[config.mk]
export PLATFORM = sky130hd
export DESIGN_NAME = sysbus_arbiter
export DESIGN_NICKNAME = d
export VERILOG_FILES = /design/src/rtl/sysbus_arbiter_pkg.sv /design/src/rtl/sysbus_arbiter_prio.sv /design/src/rtl/sysbus_arbiter.sv
export SDC_FILE = /design/constraint.sdc
export NUM_CORES = 1
export LEC_CHECK = 0
export CORE_ASPECT_RATIO = 1.5
export CORE_MARGIN = 3
export CORE_UTILIZATION = 35
export CTS_BUF_LIST = sky130_fd_sc_hd__clkbuf_4 sky130_fd_sc_hd__clkbuf_8
export CTS_CLUSTER_DIAMETER = 60
export DETAILED_ROUTE_END_ITERATION = 8
export HOLD_SLACK_MARGIN = 0.12
export PLACE_DENSITY = 0.69
export SLEW_MARGIN = 20
export SYNTH_ARGS = -nofsm -noshare
export SYNTH_HDL_FRONTEND = slang
export SYNTH_SLANG_ARGS = --single-unit
[constraint.sdc]
create_clock -name Clock -period 4.9 [get_ports Clock]
set_clock_uncertainty 0.2 [all_clocks]
set_input_delay 1.225 -clock Clock [delete_from_list [all_inputs] [get_ports Clock]]
set_output_delay 1.225 -clock Clock [all_outputs]
set_load 0.05 [all_outputs]
[src/rtl/sysbus_arbiter_pkg.sv]
// Shared types and limits for the system bus arbiter: FSM states, owner
// encoding and the legal ranges of the timing parameters.
package sysbus_arbiter_pkg;

    typedef enum logic [1:0] {
        IDLE,
        ADDR,
        ACCESS,
        RECOVER
    } bus_state_t;

    typedef enum logic {
        OwnCpu,
        OwnDma
    } bus_owner_t;

    localparam int unsigned WAIT_MAX   = 7;
    localparam int unsigned STARVE_MAX = 15;

endpackage

[src/rtl/sysbus_arbiter_prio.sv]
// Grant logic for the bus arbiter: fixed CPU priority with a saturating
// DMA starvation counter that hands the bus to DMA once the limit is reached.
module sysbus_prio
    import sysbus_arbiter_pkg::*;
#(
    parameter int unsigned STARVE_LIMIT = 4
) (
    input  logic       Clock,
    input  logic       nReset,
    input  logic       arb_en_i,
    input  logic       cpu_req_i,
    input  logic       dma_req_i,
    input  logic       lock_i,
    output logic       grant_o,
    output bus_owner_t grant_owner_o
);

    localparam logic [3:0] LIMIT = (STARVE_LIMIT > STARVE_MAX) ? 4'(STARVE_MAX) :
                                   (STARVE_LIMIT == 0)         ? 4'd1 : 4'(STARVE_LIMIT);

    logic [3:0] starve_q, starve_d;
    logic       dma_live;
    logic       dma_wins;

    always_comb begin
        // A held lock makes the DMA request invisible, which also freezes the counter.
        dma_live      = dma_req_i && !lock_i;
        dma_wins      = dma_live && (!cpu_req_i || (starve_q == LIMIT));
        grant_o       = arb_en_i && (cpu_req_i || dma_live);
        grant_owner_o = dma_wins ? OwnDma : OwnCpu;
        starve_d      = starve_q;
        if (grant_o) begin
            if (dma_wins) begin
                starve_d = 4'd0;
            end else if (dma_live && (starve_q != LIMIT)) begin
                starve_d = starve_q + 4'd1;
            end
        end
    end

    always_ff @(posedge Clock or negedge nReset) begin
        if (!nReset) begin
            starve_q <= 4'd0;
        end else begin
            starve_q <= starve_d;
        end
    end

endmodule

[src/rtl/sysbus_arbiter.sv]
// Two-port arbiter for the multiplexed external memory bus; generates all
// ALE/nME/nOE/nWE/ENB timing from registers. Optional bus locking: BUS_LOCK_EN.
module sysbus_arbiter
    import sysbus_arbiter_pkg::*;
#(
    parameter int unsigned WAIT_STATES  = 1,
    parameter int unsigned STARVE_LIMIT = 4
) (
    input  logic        Clock,
    input  logic        nReset,
    input  logic        CpuReq,
    input  logic        CpuWrite,
    input  logic [15:0] CpuAddr,
    input  logic [15:0] CpuWData,
    output logic        CpuAck,
    output logic [15:0] CpuRData,
    input  logic        CpuLock,
    input  logic        DmaReq,
    input  logic        DmaWrite,
    input  logic [15:0] DmaAddr,
    input  logic [15:0] DmaWData,
    output logic        DmaAck,
    output logic [15:0] DmaRData,
    output logic [15:0] BusOut,
    output logic        ENB,
    input  logic [15:0] BusIn,
    output logic        ALE,
    output logic        nME,
    output logic        nOE,
    output logic        nWE,
    output logic        Owner
);

    localparam logic [2:0] WS = (WAIT_STATES > WAIT_MAX) ? 3'(WAIT_MAX) : 3'(WAIT_STATES);

    bus_state_t  state_q, state_d;
    bus_owner_t  owner_q, owner_d;
    logic [2:0]  wait_q, wait_d;
    logic [15:0] addr_q, addr_d;
    logic [15:0] wdata_q, wdata_d;
    logic        write_q, write_d;
    logic [15:0] cpu_rdata_q, cpu_rdata_d;
    logic [15:0] dma_rdata_q, dma_rdata_d;
    logic        ale_q, ale_d, nme_q, nme_d, noe_q, noe_d, nwe_q, nwe_d, enb_q, enb_d;
    logic [15:0] bus_out_q, bus_out_d;
    logic        cpu_ack_q, cpu_ack_d, dma_ack_q, dma_ack_d;
    logic        lock_w;
    logic        grant;
    bus_owner_t  grant_owner;

`ifdef BUS_LOCK_EN
    logic lock_q, lock_d;
    assign lock_w = lock_q;
`else
    logic unused_cpu_lock;
    assign unused_cpu_lock = CpuLock;
    assign lock_w          = 1'b0;
`endif

    sysbus_prio #(
        .STARVE_LIMIT (STARVE_LIMIT)
    ) u_prio (
        .Clock         (Clock),
        .nReset        (nReset),
        .arb_en_i      (state_q == IDLE),
        .cpu_req_i     (CpuReq),
        .dma_req_i     (DmaReq),
        .lock_i        (lock_w),
        .grant_o       (grant),
        .grant_owner_o (grant_owner)
    );

    always_comb begin
        state_d     = state_q;
        owner_d     = owner_q;
        wait_d      = wait_q;
        addr_d      = addr_q;
        wdata_d     = wdata_q;
        write_d     = write_q;
        cpu_rdata_d = cpu_rdata_q;
        dma_rdata_d = dma_rdata_q;
`ifdef BUS_LOCK_EN
        lock_d      = lock_q;
`endif
        case (state_q)
            IDLE: begin
                if (grant) begin
                    state_d = ADDR;
                    owner_d = grant_owner;
                    if (grant_owner == OwnDma) begin
                        addr_d  = DmaAddr;
                        wdata_d = DmaWData;
                        write_d = DmaWrite;
                    end else begin
                        addr_d  = CpuAddr;
                        wdata_d = CpuWData;
                        write_d = CpuWrite;
                    end
                end
            end
            ADDR: begin
                state_d = ACCESS;
                wait_d  = WS;
            end
            ACCESS: begin
                if (wait_q == 3'd0) begin
                    state_d = RECOVER;
                    if (!write_q) begin
                        if (owner_q == OwnDma) begin
                            dma_rdata_d = BusIn;
                        end else begin
                            cpu_rdata_d = BusIn;
                        end
                    end
                end else begin
                    wait_d = wait_q - 3'd1;
                end
            end
            RECOVER: begin
                state_d = IDLE;
`ifdef BUS_LOCK_EN
                if (owner_q == OwnCpu) begin
                    lock_d = CpuLock;
                end
`endif
            end
            default: state_d = IDLE;
        endcase

        // Pad outputs are decoded from the next state so they leave the flops aligned with it.
        ale_d     = 1'b0;
        nme_d     = 1'b1;
        noe_d     = 1'b1;
        nwe_d     = 1'b1;
        enb_d     = 1'b0;
        bus_out_d = 16'h0000;
        cpu_ack_d = 1'b0;
        dma_ack_d = 1'b0;
        case (state_d)
            ADDR: begin
                nme_d     = 1'b0;
                ale_d     = 1'b1;
                enb_d     = 1'b1;
                bus_out_d = addr_d;
            end
            ACCESS: begin
                nme_d = 1'b0;
                if (write_d) begin
                    enb_d     = 1'b1;
                    bus_out_d = wdata_d;
                    // Last cycle releases nWE as data hold; with no wait states there is no spare cycle.
                    nwe_d     = (WS != 3'd0) && (wait_d == 3'd0);
                end else begin
                    noe_d = 1'b0;
                end
            end
            RECOVER: begin
                cpu_ack_d = (owner_d == OwnCpu);
                dma_ack_d = (owner_d == OwnDma);
            end
            default: ;
        endcase
    end

    always_ff @(posedge Clock or negedge nReset) begin
        if (!nReset) begin
            state_q     <= IDLE;
            owner_q     <= OwnCpu;
            wait_q      <= 3'd0;
            addr_q      <= 16'h0000;
            wdata_q     <= 16'h0000;
            write_q     <= 1'b0;
            cpu_rdata_q <= 16'h0000;
            dma_rdata_q <= 16'h0000;
            ale_q       <= 1'b0;
            nme_q       <= 1'b1;
            noe_q       <= 1'b1;
            nwe_q       <= 1'b1;
            enb_q       <= 1'b0;
            bus_out_q   <= 16'h0000;
            cpu_ack_q   <= 1'b0;
            dma_ack_q   <= 1'b0;
        end else begin
            state_q     <= state_d;
            owner_q     <= owner_d;
            wait_q      <= wait_d;
            addr_q      <= addr_d;
            wdata_q     <= wdata_d;
            write_q     <= write_d;
            cpu_rdata_q <= cpu_rdata_d;
            dma_rdata_q <= dma_rdata_d;
            ale_q       <= ale_d;
            nme_q       <= nme_d;
            noe_q       <= noe_d;
            nwe_q       <= nwe_d;
            enb_q       <= enb_d;
            bus_out_q   <= bus_out_d;
            cpu_ack_q   <= cpu_ack_d;
            dma_ack_q   <= dma_ack_d;
        end
    end

`ifdef BUS_LOCK_EN
    always_ff @(posedge Clock or negedge nReset) begin
        if (!nReset) begin
            lock_q <= 1'b0;
        end else begin
            lock_q <= lock_d;
        end
    end
`endif

    assign CpuAck   = cpu_ack_q;
    assign DmaAck   = dma_ack_q;
    assign CpuRData = cpu_rdata_q;
    assign DmaRData = dma_rdata_q;
    assign BusOut   = bus_out_q;
    assign ENB      = enb_q;
    assign ALE      = ale_q;
    assign nME      = nme_q;
    assign nOE      = noe_q;
    assign nWE      = nwe_q;
    assign Owner    = (owner_q == OwnDma);

endmodule
==> results of run 1 <==
-- worst max-delay path, delay by kind of cell --
family          cells  cell delay, ns
buf+inv             2            1.09
compound gates      4            1.34
-- worst paths after layout --
| kind | slack [ns] | end | from | cells past startpoint |
|---|---|---|---|---|
| min reg2reg | 0.28 | wdata_q[8] | wdata_q[8] | 2 |
| min in group asynchronous | 0.73 | CpuRData[6] | nReset | 1 |
| max in group asynchronous | 2.77 | nOE | nReset | 2 |
| min | 0.28 | wdata_q[8] | wdata_q[8] | 2 |
| max | 1.28 | BusOut[5] | DmaReq | 6 |
| max reg2reg | 1.90 | BusOut[5] | state_q[0] | 7 |
-- layout by cell type, fill, tap and decap left out, types with 2 or more instances in the layout --
cell | netlist | final
nand2b_1 | 3 | 3
clkdlybuf4s50_1 | 0 | 140
dfrtp_1 | 95 | 95
o211a_1 | 16 | 16
nor3b_1 | 16 | 16
o211ai_1 | 16 | 16
mux2_2 | 32 | 32
o21ai_0 | 7 | 7
or2_2 | 16 | 16
nand3_1 | 5 | 5
inv_1 | 28 | 28
nand2_1 | 37 | 37
buf_4 | 0 | 9
clkbuf_8 | 0 | 13
nor2b_1 | 3 | 3
o32ai_1 | 17 | 17
nor2_1 | 33 | 33
o2bb2ai_1 | 2 | 2
clkbuf_4 | 0 | 2
a211oi_1 | 16 | 16
dfstp_2 | 3 | 3
a21oi_1 | 4 | 4
ha_1 | 11 | 11
-- cells by family after synthesis --
logic type               Yosys count
XOR/XNOR                           2
flip-flops                        98
multiplexers                      33
AO/OA/AOI/OAI                     85
adder cells (fa/ha/maj)           11
AND/OR/NAND/NOR                  120
buffers and inverters             57
-- power by group through the flow --
stage | clock network (uW) | registers [uW] | logic [uW]
after floorplan | 0 | 1940 | 1120
after global placement | 0 | 1320 | 2440
after detailed placement | 0 | 1340 | 2520
after CTS | 580 | 1320 | 2520
after global routing | 609 | 1350 | 2690
final | 562 | 1310 | 2490
-- stage by stage --
stage	cell area (um2)	std cells	utilization	total power (uW)
floorplan	4500	406	-	3050
global placement	6040	682	0.483	3760
detailed placement	6040	682	0.483	3860
CTS	6270	698	0.501	4420
global route	6270	698	0.501	4650
finish	6270	698	0.501	4360
-- state kept, by name, summed over array words and instances (netlist names) --
register,count
ALE,1
nME,1
state_q,2
DmaAck,1
Owner,1
wdata_q,16
nWE,1
addr_q,16
write_q,1
wait_q,3
u_prio.starve_q,4
nOE,1
CpuRData,16
BusOut,16
DmaRData,16
ENB,1
CpuAck,1
-- per-layer routing --
layer	part of all wire	up-vias	global-route usage	routed length [um]
li1	-	1681	-	-
met1	0.40	1773	0.192	4780
met2	0.52	131	0.312	6170
met3	0.054	16	0.0288	640
met4	0.027	0	0.0777	319
met5	0	-	0	0
-- final cells by class --
class                           instances  area share
Sequential cell                        98       0.392
Multi-Input combinational cell        251       0.290
Timing Repair Buffer                  149       0.234
Tap cell                              156      0.0312
Clock buffer                           15      0.0310
Inverter                               28      0.0168
Clock inverter                          1     0.00479
==> results.json, run 1 <==
{
  "switching_share": 0.442,
  "p_clk_frac": 0.129,
  "path_cells": "clkdlybuf4s50_1 -> o21a_2 -> buf_4 -> o32ai_1 -> a211o_1 -> o32ai_1",
  "drv_slew": 0,
  "grt_start_max_net_pins": 60,
  "p_comb_frac": 0.570,
  "cts_root_buffer": "clkbuf_8",
  "cts_buffers": 9,
  "dominantRegCellSynth": "dfrtp_1",
  "drc": 0,
  "maxCapViolCount": 0,
  "portBuffers": 141,
  "grt.total_usage": 0.170,
  "seqPwrFrac": 0.301,
  "relSlewSlack": 0.267,
  "ys_warn_count": 0,
  "cpMostUsedCell": "o32ai_1",
  "row_count": 50,
  "min_period_over_period": 0.739,
  "avgSynthCellArea_um2": 11.1,
  "p_sw_uw": 1930,
  "path_clk_slew_ns": 0.09,
  "n_antenna_cell": 0,
  "crit_path_end_kind": "register",
  "layout_min_cycle_time_ns": 3.62,
  "synthTopCellsByArea": "dfrtp_1 (53%), mux2_2 (8.0%), o211a_1 (3.6%)",
  "yosysMostFrequentCell": "dfrtp_1",
  "synth-simple-area-share": 0.134,
  "power.internal_uw": 2430,
  "die_area_mm2": 0.0143,
  "clk_path_buf_depth": 2,
  "cp.arrival_ns": 3.67,
  "gp_congestion": 0.795,
  "outcome": "completed",
  "route.vias.total": 3601,
  "drtAntennaViolNets": 0,
  "dp_hpwl_mm": 8.86,
  "synth_top_family_by_area": "compound AO/OA/AOI/OAI gates",
  "yosys.area_share.xor_xnor": 0.00389,
  "path_max_fanout": 52,
  "tritoncts": "done",
  "yosysSeqAreaShare": 0.546,
  "multi_input_area_mm2": 0.00182,
  "first_global_vias": 3870,
  "powerDensity_mw_per_mm2": 696,
  "post_cts_resized": 0,
  "synth_nets": 504,
  "synth_commonest_cells": "dfrtp_1 (95), nand2_1 (37), nor2_1 (33), mux2_2 (32), inv_1 (28)",
  "synth_mux_area_frac": 0.0823,
  "drt_iter0_drc": 138,
  "core-area_mm2": 0.0125,
  "power_leakage_uw": 0.00269,
  "cp.required_ns": 4.95,
  "synth-edff-count": 0,
  "area_growth_pct": 39.2,
  "max_freq_mhz": 276,
  "yosysTopAreaCell": "dfrtp_1",
  "setup_viol": 0,
  "synth_compound_area_frac": 0.150,
  "synthAdderAreaFrac": 0.0306,
  "firstDrtPassIters": 5,
  "cts_max_level": 3,
  "peakVddDrop_uv": 249,
  "grt_setup_unrepaired": "false",
  "syn_inst": 406,
  "fillCellCount": 1167,
  "setup_tns_ns": 0,
  "place_ws_ns": 0.883,
  "crit_type": "input port to register",
  "antenna_found_initial": 0,
  "routed_wl_mm": 11.9,
  "synth_top_area_share": 0.528,
  "finalHoldWorstSlack_ns": 0.281,
  "worst_slack_ns": 1.28,
  "async_reset_ff_frac": 1.00,
  "finalHoldViolations": 0,
  "holdBufCountCts": 0,
  "cts_setup_buffers": 0,
  "nets": 635,
  "io_pins": 143,
  "start_kind": "input port",
  "min_path_type": "register to register",
  "layout-drive-gt1-share": 0.146,
  "yosys_register_bits": 98,
  "die_y_um": 145,
  "worst_pin_slew_ns": 1.09,
  "synth_area_mm2": 0.00450,
  "ff_latch_area_mm2": 0.00246,
  "numClockSinks": 98,
  "wl_per_cell_um": 17.1,
  "slowest_stage": "clkdlybuf4s50_1",
  "die_x_um": 98.6,
  "synth_cell_types": 39,
  "clk_latency_ns": 0.35,
  "grt_overflow_total": 0,
  "start_util": 0.360,
  "via_per_inst": 5.16,
  "grt_pass1_wl_mm": 19.2,
  "cp_slowest_stage_delay_ns": 0.63
}
(Power assumes the default switching activity.)
==> run 2, diff against run 1 <==
- clock period: 4.9 -> 3.6 ns (I/O delays scaled with it)
==> run 2 against run 1 <==
Worst setup slack got worse by 0.77 ns. Critical path depth increased by 2. Sequential share of layout area decreased by 0.055 points. Final cell count increased by 0.14%. Non-clock buffer count increased by 1. Via count decreased by 1.5%. First-iteration DRC count decreased by 26%. Register-to-register slack got worse by 1.1 ns. Die area unchanged. Worst hold slack improved by 0.0040 ns. Clock-buffer cell count decreased by 2. Global-route usage increased by 0.095 points. Critical endpoint is now BusOut[10].
==> results.json, run 2 (synthesized netlist as in run 1, its figures left out) <==
{
  "slowest_stage": "ha_1",
  "drtAntennaViolNets": 0,
  "holdBufCountCts": 0,
  "wl_per_cell_um": 16.9,
  "cts_setup_buffers": 0,
  "start_util": 0.360,
  "grt_pass1_wl_mm": 19.3,
  "portBuffers": 141,
  "powerDensity_mw_per_mm2": 948,
  "die_area_mm2": 0.0143,
  "reg2reg_from": "state_q[0]",
  "outcome": "completed",
  "via_per_inst": 5.07,
  "dp_hpwl_mm": 8.60,
  "p_comb_frac": 0.567,
  "setup_viol": 0,
  "path_cells": "clkdlybuf4s50_1 -> o21a_2 -> o21ai_0 -> o21a_1 -> ha_1 -> nand2b_1 -> buf_4 -> o32ai_1",
  "layout-drive-gt1-share": 0.147,
  "switching_share": 0.440,
  "die_y_um": 145,
  "p_clk_frac": 0.132,
  "n_antenna_cell": 0,
  "finalHoldWorstSlack_ns": 0.285,
  "grt_overflow_total": 0,
  "relSlewSlack": 0.271,
  "cp_slowest_stage_delay_ns": 0.67,
  "path_clk_slew_ns": 0.09,
  "power.internal_uw": 3330,
  "peakVddDrop_uv": 324,
  "clk_latency_ns": 0.36,
  "antenna_found_initial": 0,
  "post_cts_resized": 0,
  "p_sw_uw": 2620,
  "start_kind": "input port",
  "row_count": 50,
  "min_path_type": "register to register",
  "gp_congestion": 0.795,
  "layout_min_cycle_time_ns": 3.09,
  "io_pins": 143,
  "crit_path_end_kind": "register",
  "core-area_mm2": 0.0125,
  "numClockSinks": 98,
  "final_common_cell": "clkdlybuf4s50_1",
  "rrSetupSlack_ns": 0.77,
  "cts_buffers": 9,
  "crit_type": "input port to register",
  "cp.arrival_ns": 3.09,
  "finalHoldViolations": 0,
  "setup_tns_ns": 0,
  "power_leakage_uw": 0.00269,
  "tritoncts": "done",
  "seqPwrFrac": 0.301,
  "min_period_over_period": 0.857,
  "clk_path_buf_depth": 2,
  "drt_iter0_drc": 102,
  "fillCellCount": 1148,
  "max_freq_mhz": 324,
  "cp-startpoint": "CpuReq",
  "area_growth_pct": 39.4,
  "grt_start_max_net_pins": 76,
  "nets": 636,
  "cp_num_cells": 8,
  "worst_pin_slew_ns": 1.08,
  "first_global_vias": 3918,
  "die_x_um": 98.6,
  "stdcell_area_mm2": 0.00627,
  "cp.required_ns": 3.61,
  "grt_setup_unrepaired": "false",
  "cts_max_level": 3,
  "maxCapViolCount": 0,
  "final_cell_mix": "clkdlybuf4s50_1 (140), dfrtp_1 (95), nand2_1 (37), nor2_1 (33), mux2_2 (32)",
  "post_dp_cell_area_mm2": 0.00605,
  "drv_slew": 0,
  "cts_root_buffer": "clkbuf_8",
  "crit_end": "BusOut[10]",
  "firstDrtPassIters": 4,
  "routed_wl_mm": 11.8,
  "route.vias.total": 3547,
  "grt.total_usage": 0.171,
  "drc": 0,
  "reg2regPathDepth": 9,
  "fin_cells": 699,
  "p_total_uw": 5950,
  "dp_cells": 683,
  "reg2reg_to": "BusOut[10]",
  "worst-path-buf-inv": 2,
  "path_delay_family": "buffers and inverters",
  "path_max_fanout": 19
}
run 2: worst min path at each step:
stage	slack [ns]	startpoint	to	cells past startpoint
6_report	0.28	wdata_q[3]	wdata_q[3]	2
5_1_grt	0.30	wdata_q[6]	wdata_q[6]	2
4_1_cts	0.29	wdata_q[6]	wdata_q[6]	2
3_5_place_dp	0.26	wdata_q[6]	wdata_q[6]	2
3_3_place_gp	0.26	wdata_q[1]	wdata_q[1]	2
2_1_floorplan	0.25	wdata_q[0]	wdata_q[0]	2
run 2: routing by layer:
layer	share of wire	routed length, um	global-route usage
met1	0.40	4760	0.191
met2	0.52	6160	0.315
met4	0.019	219	0.0655
met5	0	0	0
met3	0.056	663	0.0393
run 2: power groups by stage:
stage / registers (uW) / clock network (uW) / logic [uW]
floorplan: 2640 / 0 / 1520
global placement: 1790 / 0 / 3310
detailed placement: 1810 / 0 / 3410
CTS: 1790 / 814 / 3410
global route: 1840 / 852 / 3660
finish: 1790 / 787 / 3370
run 2: metrics by stage:
step	util	worst slack (ns)
floorplan	-	0.535
CTS	0.502	0.518
finish	0.502	0.514
global placement	0.484	0.197
detailed placement	0.484	0.142
global route	0.502	0.328
run 2: layout make-up:
cell class              count  area [um2]  area share
clock buffers              13         160      0.0255
multi-input cells         251        1820       0.290
flip-flops and latches     98        2460       0.391
repair buffers            150        1480       0.235
well taps                 156         195      0.0311
inverters                  28         105      0.0167
clock inverters             3        65.1      0.0104
run 2: worst min-delay path, delay by kind of cell, from the launching register on:
kind / cells / cell delay, ns
AND/OR/NAND/NOR: 2 / 0.12
flip-flops: 1 / 0.33
